File: config.mk
export PLATFORM = sky130hd
export DESIGN_NAME = serial_subtractor
export DESIGN_NICKNAME = d
export VERILOG_FILES = /design/src/rtl/serial_subtractor.sv
export SDC_FILE = /design/constraint.sdc
export NUM_CORES = 1
export LEC_CHECK = 0
export CAP_MARGIN = 5
export CELL_PAD_IN_SITES_DETAIL_PLACEMENT = 0
export CELL_PAD_IN_SITES_GLOBAL_PLACEMENT = 2
export CORE_ASPECT_RATIO = 0.5
export CORE_MARGIN = 3
export CORE_UTILIZATION = 31
export DETAILED_ROUTE_END_ITERATION = 10
export GPL_TIMING_DRIVEN = 1
export HOLD_SLACK_MARGIN = 0.1
export PLACE_DENSITY = 0.85
export SETUP_SLACK_MARGIN = 0.05
export SLEW_MARGIN = 20
export SYNTH_ARGS = -nofsm -noshare
export SYNTH_HDL_FRONTEND = slang
export SYNTH_SLANG_ARGS = --single-unit
File: constraint.sdc
create_clock -name clk -period 3.8 [get_ports clk]
set_input_delay 0.95 -clock clk [delete_from_list [all_inputs] [get_ports clk]]
set_output_delay 0.95 -clock clk [all_outputs]
set_load 0.05 [all_outputs]
File: src/rtl/serial_subtractor.sv
// Bit-serial subtractor: diff = a - b - borrow_in, one bit per clock, LSB first.
// Operands are captured on start; results are held until the next operation completes.
module serial_subtractor #(
  parameter int WIDTH = 8
) (
  input  logic             clk,
  input  logic             rst,
  input  logic             start,
  input  logic [WIDTH-1:0] a,
  input  logic [WIDTH-1:0] b,
  input  logic             borrow_in,
  output logic             busy,
  output logic             done,
  output logic [WIDTH-1:0] diff,
  output logic             borrow_out,
  output logic             zero
);

  localparam int CW = (WIDTH > 2) ? $clog2(WIDTH) : 1;

  typedef enum logic [1:0] {S_IDLE, S_SHIFT, S_DONE} state_t;

  state_t           state_q, state_d;
  logic [WIDTH-1:0] a_q, a_d, b_q, b_d, res_q, res_d;
  logic [CW-1:0]    cnt_q, cnt_d;
  logic             br_q, br_d;
  logic [WIDTH-1:0] diff_q, diff_d;
  logic             borrow_q, borrow_d, zero_q, zero_d;

  logic             d_bit, br_nx;
  logic [WIDTH-1:0] res_nx;

  // Single full-subtractor cell on the operand LSBs
  assign d_bit  = a_q[0] ^ b_q[0] ^ br_q;
  assign br_nx  = (~a_q[0] & b_q[0]) | (~(a_q[0] ^ b_q[0]) & br_q);
  assign res_nx = {d_bit, res_q[WIDTH-1:1]};

  always_comb begin
    state_d  = state_q;
    a_d      = a_q;
    b_d      = b_q;
    res_d    = res_q;
    cnt_d    = cnt_q;
    br_d     = br_q;
    diff_d   = diff_q;
    borrow_d = borrow_q;
    zero_d   = zero_q;
    case (state_q)
      S_IDLE, S_DONE: begin
        state_d = S_IDLE;
        if (start) begin
          a_d     = a;
          b_d     = b;
          br_d    = borrow_in;
          res_d   = '0;
          cnt_d   = '0;
          state_d = S_SHIFT;
        end
      end
      S_SHIFT: begin
        res_d = res_nx;
        a_d   = a_q >> 1;
        b_d   = b_q >> 1;
        br_d  = br_nx;
        cnt_d = cnt_q + CW'(1);
        if (cnt_q == CW'(WIDTH - 1)) begin
          // Result registers only move on the edge entering DONE
          cnt_d    = '0;
          diff_d   = res_nx;
          borrow_d = br_nx;
          zero_d   = (res_nx == '0);
          state_d  = S_DONE;
        end
      end
      default: state_d = S_IDLE;
    endcase
  end

  always_ff @(posedge clk) begin
    if (rst) begin
      state_q  <= S_IDLE;
      a_q      <= '0;
      b_q      <= '0;
      res_q    <= '0;
      cnt_q    <= '0;
      br_q     <= 1'b0;
      diff_q   <= '0;
      borrow_q <= 1'b0;
      zero_q   <= 1'b0;
    end else begin
      state_q  <= state_d;
      a_q      <= a_d;
      b_q      <= b_d;
      res_q    <= res_d;
      cnt_q    <= cnt_d;
      br_q     <= br_d;
      diff_q   <= diff_d;
      borrow_q <= borrow_d;
      zero_q   <= zero_d;
    end
  end

  assign busy       = (state_q == S_SHIFT);
  assign done       = (state_q == S_DONE);
  assign diff       = diff_q;
  assign borrow_out = borrow_q;
  assign zero       = zero_q;

endmodule
==> results.txt <==
Drt pass-1 iters: 4
Initial drt markers: 48
H-tree Lvls: 2
Final global-route overflow total: 0
Core area: 0.00466 mm^2
Seq/Total Area, Yosys: 0.491
Syn_nets: 218
Worst slew pin tran: 1060 ps
Layout cells sized above 1: 0.0498
Area grow syn2layout: 25.9%
Synth Area in Compound Gates: 0.162
Switch share: 0.254
Area after DPL: 0.00191 mm^2
Via count: 1348
Die Wd: 107 um
Crit path capture type: primary output
P_int: 0.616 mW
Global-route wire length before repair: 5780 um
DRC: 0
Nets@finish: 244
Tmin final: 2560 ps
CTS tree: yes
GP Congestion: 0.714
Clock Pin Slew Worst Setup and Hold Paths: 80 ps
Final Hold Vio Count: 0
Num CTS Buffers: 5
Period utilisation layout: 0.674
Antenna diodes: 0
Pins over their slew limit: 0
Clk sinks: 39
Port Buffer Count: 31
Post-Synth XOR/XNOR Area: 0
Clock Tree Root: clkbuf_8
Most common cell after layout, fill and taps aside: nand2_1
Cells after synthesis: 195
Synth Cell Area: 0.00159 mm^2
Die H: 56.6 um
Final setup violating endpoints: 0
WP data arrival: 1610 ps
IO Pins: 32
Ys Warns: 0
Status: complete, no violations
Die Area: 0.00607 mm^2
Rel. slew slack: 0.294
Final HPWL DP: 2120 um
Fmax: 390 MHz
Max_cap viols: 0
Vias in the first global route: 1288
Final Skew: 5.66 ps
Post-Route WL: 3390 um
RSZ-0062 raised after global routing: false
Antenna-violating nets left: 0
Net switching power: 0.210 mW
Post-synthesis simple-gate area fraction: 0.255
CTS Buffer Depth: 2
Largest net degree at the start of global routing: 44
Hold crit path type: flip-flop to flip-flop
Leakage: 0.705 nW
WL/cell: 11.8 um
Cts hold-fix bufs: 0
Post-Syn Area per Cell: 8.15 um^2
Postcts setup bufs: 0
Post-Synth Adder-Cell Area: 0.0283
Crit path launch type: flip-flop
Starting Density: 0.341
Flop pwr share: 0.533
Largest family of logic cells by synthesized area: simple AND/OR/NAND/NOR gates
Worst Path Max Fanout: 5
Clk_lat worst skew: 290 ps
Cts repair resizes: 0
Required time of the critical path: 2850 ps
Total Routing Usage GR: 0.119
Synthesized flop and latch total: 39
Power density over cell area: 413 mW/mm^2
Hold WS: 454 ps
Peak supply drop: 0.000128 V
Final Cell Area: 0.00200 mm^2
Post-synthesis mux area share: 0
Clock power share: 0.342
Crit Path Category: flip-flop to primary output
Most frequent cells in the layout: nand2_1, dfxtp_1, clkdlybuf4s50_1, a21oi_1, nor2_1
FP Rows: 17
Share of total power in combinational logic: 0.125
Routed vias/inst: 4.70
Total negative slack: 0 ps
Synth unique cells: 25
Initial antenna violation count: 0
==> worst paths after layout <==
path	startpoint	end	slack [ps]	cells after the start
worst max-delay path	state_q[1]$_SDFFE_PP0P_	done	1240	2
worst min-delay path	diff[3]$_SDFFE_PP0P_	diff[3]$_SDFFE_PP0P_	450	2
worst max register to register	state_q[0]$_SDFFE_PP0P_	b_q[1]$_SDFFE_PP0P_	2000	3
worst min register to register	diff[3]$_SDFFE_PP0P_	diff[3]$_SDFFE_PP0P_	450	2
==> power by group through the flow <==
stage | Sequential, mW | Clock (mW) | Combinational, mW
final | 0.440 | 0.283 | 0.103
after global routing | 0.443 | 0.311 | 0.117
after CTS | 0.440 | 0.290 | 0.105
after detailed placement | 0.450 | 0 | 0.104
after global placement | 0.450 | 0 | 0.103
after floorplan | 0.447 | 0 | 0.0737
==> sequential cells by signal, indices dropped and copies added (netlist names) <==
signal	count
borrow_out	1
b_q	8
zero	1
res_q	7
a_q	8
cnt_q	3
state_q	2
diff	8
br_q	1
==> Yosys cell counts <==
cell type | instances | area share
nand2_1 | 56 | 0.13
dfxtp_1 | 39 | 0.49
a21oi_1 | 21 | 0.066
nor2_1 | 18 | 0.043
a311oi_1 | 14 | 0.077
nand3_1 | 13 | 0.041
buf_2 | 5 | 0.016
buf_4 | 4 | 0.019
clkbuf_1 | 4 | 0.0094
ha_1 | 2 | 0.016
inv_1 | 2 | 0.0047
nand2b_1 | 2 | 0.0079
nor2b_1 | 2 | 0.0079
nor4_1 | 2 | 0.0079
a211oi_1 | 1 | 0.0047
a2bb2oi_1 | 1 | 0.0055
a31oi_1 | 1 | 0.0039
and3b_1 | 1 | 0.0055
buf_1 | 1 | 0.0024
buf_8 | 1 | 0.0094
clkinv_1 | 1 | 0.0024
fa_1 | 1 | 0.013
nand3b_1 | 1 | 0.0047
nor4b_1 | 1 | 0.0055
o21a_1 | 1 | 0.0047
==> metal layers <==
layer  global-route usage  share of wire  wire length [um]  vias up
met4               0.0437          0.010                35        0
li1                     -              -                 -      715
met2                0.188           0.43              1440       23
met5                    0              0                 0        -
met3               0.0379          0.047               160        5
met1                0.152           0.52              1750      605
==> layout make-up <==
type | count | area, um^2
Clock inverter | 1 | 5.00
Sequential cell | 39 | 781
Timing Repair Buffer | 34 | 330
Fill cell | 456 | 2660
Multi-Input combinational cell | 138 | 708
Tap cell | 66 | 82.6
Clock buffer | 6 | 82.6
Inverter | 3 | 11.3
==> cell families after synthesis <==
family / Yosys count
buffers and inverters: 18
adders and majority gates: 3
and+or+nand+nor: 96
DFF: 39
AOI/OAI and AO/OA: 39
==> worst max-delay path, cell delays in order, from the launching register on <==
cell	delay, ps
dfxtp_1	370
nor2b_1	150
clkdlybuf4s50_1	810
==> through the flow <==
step | std cells | total power, mW | util | worst slack, ps
after global placement | 280 | 0.553 | 0.411 | 1170
after detailed placement | 280 | 0.554 | 0.411 | 1130
after floorplan | 195 | 0.521 | - | 1790
after global routing | 287 | 0.871 | 0.429 | 1170
after CTS | 287 | 0.835 | 0.429 | 1220
final | 287 | 0.826 | 0.429 | 1240
(Power assumes the default switching activity.)
